### config.mk
export PLATFORM = sky130hd
export DESIGN_NAME = cmsdk_uart_stimulus
export DESIGN_NICKNAME = d
export VERILOG_FILES = /design/src/rtl/cmsdk_uart_stimulus.sv
export SDC_FILE = /design/constraint.sdc
export NUM_CORES = 1
export LEC_CHECK = 0
export ABC_AREA = 1
export CAP_MARGIN = 20
export CORE_MARGIN = 3
export CORE_UTILIZATION = 46
export DETAILED_ROUTE_END_ITERATION = 16
export PLACE_DENSITY = 0.66
export SYNTH_ARGS = -nofsm -noshare
export SYNTH_HDL_FRONTEND = slang
export SYNTH_SLANG_ARGS = --single-unit
### constraint.sdc
create_clock -name CLK -period 5.15 [get_ports CLK]
set_input_delay 0.515 -clock CLK [delete_from_list [all_inputs] [get_ports CLK]]
set_output_delay 0.515 -clock CLK [all_outputs]
set_load 0.1 [all_outputs]
### src/rtl/cmsdk_uart_stimulus.sv
// cmsdk_uart_stimulus: bench-side 8N1 UART transmitter fed from a small FIFO.
//   CLK, RESET (async, active-high)
//   DATA_IN/DATA_VALID/DATA_READY : byte push interface
//   TXD        : registered serial output, idle high
//   BUSY       : frame in progress or FIFO non-empty
//   FIFO_COUNT : queued bytes, excluding the one being shifted
// Optional feature: define CMSDK_UART_STIM_PARITY_EN for an even-parity bit.
module cmsdk_uart_stimulus #(
  parameter int BAUDDIV = 16,
  parameter int FIFO_AW = 2
) (
  input  logic               CLK,
  input  logic               RESET,
  input  logic [7:0]         DATA_IN,
  input  logic               DATA_VALID,
  output logic               DATA_READY,
  output logic               TXD,
  output logic               BUSY,
  output logic [FIFO_AW:0]   FIFO_COUNT
);

  localparam int               DEPTH       = 1 << FIFO_AW;
  localparam logic [15:0]      BAUD_RELOAD = 16'(BAUDDIV - 1);
  localparam logic [FIFO_AW:0] FULL_COUNT  = (FIFO_AW + 1)'(DEPTH);

  typedef enum logic [2:0] {
    S_IDLE,
    S_START,
    S_DATA,
`ifdef CMSDK_UART_STIM_PARITY_EN
    S_PARITY,
`endif
    S_STOP
  } state_t;

  state_t               state_q, state_d;
  logic [15:0]          baud_q, baud_d;
  logic [2:0]           bit_idx_q, bit_idx_d;
  logic [7:0]           shift_q, shift_d;
  logic                 txd_q, txd_d;
  logic [FIFO_AW-1:0]   rd_ptr_q, rd_ptr_d;
  logic [FIFO_AW-1:0]   wr_ptr_q, wr_ptr_d;
  logic [FIFO_AW:0]     count_q, count_d;
  logic [7:0]           mem_q [DEPTH];

  logic push;
  logic pop;
  logic launch;
  logic fifo_empty;

  assign fifo_empty = (count_q == '0);
  assign DATA_READY = (count_q != FULL_COUNT) && !RESET;
  assign push       = DATA_VALID && DATA_READY;

  always_comb begin
    state_d   = state_q;
    baud_d    = baud_q;
    bit_idx_d = bit_idx_q;
    shift_d   = shift_q;
    txd_d     = txd_q;
    launch    = 1'b0;
    pop       = 1'b0;

    case (state_q)
      S_IDLE: begin
        txd_d = 1'b1;
        if (!fifo_empty) launch = 1'b1;
      end
      S_START: begin
        if (baud_q == '0) begin
          state_d   = S_DATA;
          bit_idx_d = '0;
          baud_d    = BAUD_RELOAD;
          txd_d     = shift_q[0];
        end else begin
          baud_d = baud_q - 16'd1;
        end
      end
      S_DATA: begin
        if (baud_q == '0) begin
          baud_d = BAUD_RELOAD;
          if (bit_idx_q == 3'd7) begin
`ifdef CMSDK_UART_STIM_PARITY_EN
            state_d = S_PARITY;
            txd_d   = ^shift_q;
`else
            state_d = S_STOP;
            txd_d   = 1'b1;
`endif
          end else begin
            bit_idx_d = bit_idx_q + 3'd1;
            txd_d     = shift_q[bit_idx_q + 3'd1];
          end
        end else begin
          baud_d = baud_q - 16'd1;
        end
      end
`ifdef CMSDK_UART_STIM_PARITY_EN
      S_PARITY: begin
        if (baud_q == '0) begin
          state_d = S_STOP;
          baud_d  = BAUD_RELOAD;
          txd_d   = 1'b1;
        end else begin
          baud_d = baud_q - 16'd1;
        end
      end
`endif
      S_STOP: begin
        if (baud_q == '0) begin
          if (!fifo_empty) begin
            launch = 1'b1;
          end else begin
            state_d = S_IDLE;
            txd_d   = 1'b1;
          end
        end else begin
          baud_d = baud_q - 16'd1;
        end
      end
      default: begin
        state_d = S_IDLE;
        txd_d   = 1'b1;
      end
    endcase

    // IDLE and the last STOP cycle share the pop/start sequence so that
    // queued frames follow each other with no idle gap.
    if (launch) begin
      pop     = 1'b1;
      state_d = S_START;
      shift_d = mem_q[rd_ptr_q];
      baud_d  = BAUD_RELOAD;
      txd_d   = 1'b0;
    end

    wr_ptr_d = push ? wr_ptr_q + 1'b1 : wr_ptr_q;
    rd_ptr_d = pop  ? rd_ptr_q + 1'b1 : rd_ptr_q;
    case ({push, pop})
      2'b10:   count_d = count_q + 1'b1;
      2'b01:   count_d = count_q - 1'b1;
      default: count_d = count_q;
    endcase
  end

  always_ff @(posedge CLK or posedge RESET) begin
    if (RESET) begin
      state_q   <= S_IDLE;
      baud_q    <= '0;
      bit_idx_q <= '0;
      shift_q   <= '0;
      txd_q     <= 1'b1;
      rd_ptr_q  <= '0;
      wr_ptr_q  <= '0;
      count_q   <= '0;
    end else begin
      state_q   <= state_d;
      baud_q    <= baud_d;
      bit_idx_q <= bit_idx_d;
      shift_q   <= shift_d;
      txd_q     <= txd_d;
      rd_ptr_q  <= rd_ptr_d;
      wr_ptr_q  <= wr_ptr_d;
      count_q   <= count_d;
    end
  end

  always_ff @(posedge CLK) begin
    if (push) mem_q[wr_ptr_q] <= DATA_IN;
  end

  assign TXD        = txd_q;
  assign BUSY       = (state_q != S_IDLE) || !fifo_empty;
  assign FIFO_COUNT = count_q;

endmodule
==> flow_summary.toml <==
[layout]
area.sequential_um2 = 1888
multi_input_area_um2 = 1403
syn_to_final_growth_pct = 11.92
antennaDiodeCount = 0
drive_gt1_frac = 0.09337
fillCellCount = 685
layout.cells.non_filler = 506
nNetsFinal = 426

[setup_path]
critPathSlowestCell = "clkdlybuf4s50_1"
worstPathCellList = "clkdlybuf4s50_1, a31oi_1, clkdlybuf4s50_1"
reg2reg_depth = 13
cp_max_fo = 2
r2r_start = "state_q[0]"
crit_buf_inv = 2
path_common_cell = "clkdlybuf4s50_1"
crit_type = "in -> out"
crit_path_start_kind = "input pin"
r2r_end = "FIFO_COUNT[2]"
worstPathArrival_ns = 2.30
r2r_setup_slack_ns = 2.36
critical-path-top-delay-family = "buffers and inverters"
max_stage_delay_ns = 1.17
cp_data_required_time_ns = 4.64
worstSetupEndpointType = "output pin"

[hold_path]
min_delay_path_depth = 2
hold_end = "shift_q[1]"
hp-start = "shift_q[1]"
hp-class = "reg -> reg"

[timing]
setup_ws_ns = 2.337
min_period_ns = 2.813
fin_skew_ns = 0.008511
timing.fmax_mhz = 355.5
min_period_over_period = 0.5461
tightest_slew_ns = 0.9689
slew_violations = 0
rsz0062_at_grt = "false"
setup_viol = 0
relSlewSlack = 0.3521
hold-worst-slack_ns = 0.4845
hold_viol = 0
fin_setup_tns_ns = 0

[power_and_ir_drop]
combPwrFrac = 0.492
p_seq_frac = 0.343
p_int_w = 0.001319
vdd_drop_max_mv = 0.4750
switchingPower_w = 0.001238
power.total_w = 0.002556
netSwitchingFraction = 0.4841
power_density_nw_per_um2 = 649.4
clockPowerShare = 0.166
leakage_nw = 1.778

[detailed_routing]
avgRoutedWirePerCell_um = 13.26
remaining_drc_errors = 0
wl_um = 6711
via_count = 2594
viasPerCell = 5.126
drt_iter0_markers = 139
drtAntennaViolNets = 0
drtPass1Iterations = 4

[die]
dieArea_um2 = 8731
rows = 31
start_util = 0.4798
die_y_um = 93.44
die_width_um = 93.44
coreArea_um2 = 7331
pin_count = 17

[clocking]
ctsHtreeMaxLevel = 3
cts.sinks = 69
root_buffer = "clkbuf_8"
cts_tree = "built"
cts_setup_buffers = 0
clockBufferDepth = 2
clkTransAtPathRegs_ns = 0.09
clk_latency_ns = 0.35
post_cts_resized = 0
cts_made_buffers = 9
hold_buffers = 0

[logic_synthesis]
syn-num-nets = 408
synthCells = 384
syn-cell-area_um2 = 3517
syn_avg_cell_area_um2 = 9.159
ys.warnings.count = 0
ys_seq_elements = 69
ys_types = 41
yosysSeqAreaShare = 0.5368

[global_route]
grtUsageTotal = 0.1728
antenna_found_initial = 0
grt_max_degree = 38
grt_pass1_vias = 2476
grt_pass1_wl_um = 11700
overflow = 0

[place]
place_ws_ns = 2.345
dp_hpwl_um = 4530
placed_cells = 490
place.gp.congestion = 0.8121
numPortBuffers = 16

[flow_run]
maxCapViolations = 0

[outcome]
outcome = "finished, final reports clean"
## sequential cells by signal, summed over array words and instances, names as in the netlist
name / cells
state_q: 2
baud_q: 16
TXD: 1
shift_q: 8
bit_idx_q: 3
wr_ptr_q: 2
rd_ptr_q: 2
mem_q: 32
FIFO_COUNT: 3
## worst reg2reg max path: stages, from the launching register on
cell and delay (ns):
dfrtp_1 0.41, inv_1 0.09, ha_1 0.40, inv_1 0.11, nand2_1 0.07, inv_1 0.10
nand2_4 0.20, inv_2 0.27, ha_1 0.19, inv_1 0.06, fa_1 0.37, a21oi_1 0.13
o21ai_0 0.11, xor2_1 0.15
## logic make-up (layout without fill, tap and decap cells)
group                      count (synthesis)  count (layout)  share of synthesized area
AOI/OAI and AO/OA                         57              57                    0.09784
xor gates and xnor gates                  11              11                    0.02953
adders and majority gates                 13              13                    0.04838
buffers and inverters                     54              77                    0.06439
DFF                                       69              69                     0.5368
and+or+nand+nor                          180             180                     0.2231
## layout make-up
cell class,instances,area share
Sequential cell,69,0.4797
Multi-Input combinational cell,261,0.3563
Timing Repair Buffer,17,0.04259
Inverter,44,0.04196
Clock buffer,9,0.03147
Tap cell,99,0.03147
Clock inverter,7,0.01653
## power groups by stage
| stage | registers [W] | logic (W) | clock network [W] |
|---|---|---|---|
| detailed placement | 0.000884 | 0.00126 | 0 |
| global placement | 0.000880 | 0.00124 | 0 |
| finish | 0.000876 | 0.00126 | 0.000424 |
| floorplan | 0.000938 | 0.000969 | 0 |
| global route | 0.000899 | 0.00143 | 0.000460 |
| CTS | 0.000875 | 0.00127 | 0.000435 |
## per-stage QoR
| stage | utilization | area [um^2] |
|---|---|---|
| floorplan | - | 3517 |
| global placement | 0.5112 | 3747 |
| detailed placement | 0.5112 | 3747 |
| CTS | 0.5370 | 3936 |
| global route | 0.5370 | 3936 |
| finish | 0.5370 | 3936 |
## layer usage
layer | global-route usage | share of wire | vias up
met1 | 0.2410 | 0.50 | 1231
met4 | 0.07692 | 0.019 | 0
met3 | 0.02414 | 0.034 | 11
li1 | - | - | 1303
met5 | 0 | 0 | -
met2 | 0.2686 | 0.45 | 49
## Yosys cell counts (all sizes together)
cell	instances	area, um^2
o21a	1	7.510
a21oi	16	80.08
xor2	9	86.34
inv	43	161.4
o32ai	8	70.07
o2111ai	2	17.52
xnor2	2	17.52
nand2	98	392.9
o221ai	1	8.760
fa	1	20.02
o21bai	1	7.510
ha	12	150.1
o211ai	1	7.510
o21ai	23	118.9
nand3	23	120.1
o22ai	2	12.51
or2	1	6.260
dfrtp	36	900.9
buf	6	45.04
nand4	3	18.77
edfxtp	32	960.9
a31oi	1	6.260
dfstp	1	26.28
clkbuf	4	16.26
nor2	54	241.5
nor3	1	5.000
clkinv	1	3.750
o31ai	1	7.510
## placed cells by master, fill, tap and decap left out, types with 2 or more instances in the layout
cell and n:
o21ai_0 19, clkdlybuf4s50_1 16, nand2_4 2, clkbuf_8 9, dfrtp_1 36, nand2_2 4, inv_8 2, o21ai_1 3
nor2_1 46, xor2_1 8, nor2_2 6, nand2_1 92, ha_1 12, xnor2_1 2, inv_1 41, edfxtp_1 32
inv_2 2, nand4_1 3, a21oi_1 16, o22ai_1 2, o2111ai_1 2, inv_6 2, clkinv_4 2, o32ai_1 8
nand3_1 22
## worst max path at each step
stage                  startpoint       endpoint  depth (start not counted)
global placement            RESET     DATA_READY                          3
CTS                 FIFO_COUNT[1]           BUSY                          5
detailed placement          RESET     DATA_READY                          3
global route            baud_q[0]  FIFO_COUNT[2]                         14
finish                      RESET     DATA_READY                          3
floorplan           FIFO_COUNT[0]  FIFO_COUNT[1]                          7
No activity file was read; power rests on OpenSTA's default activity.
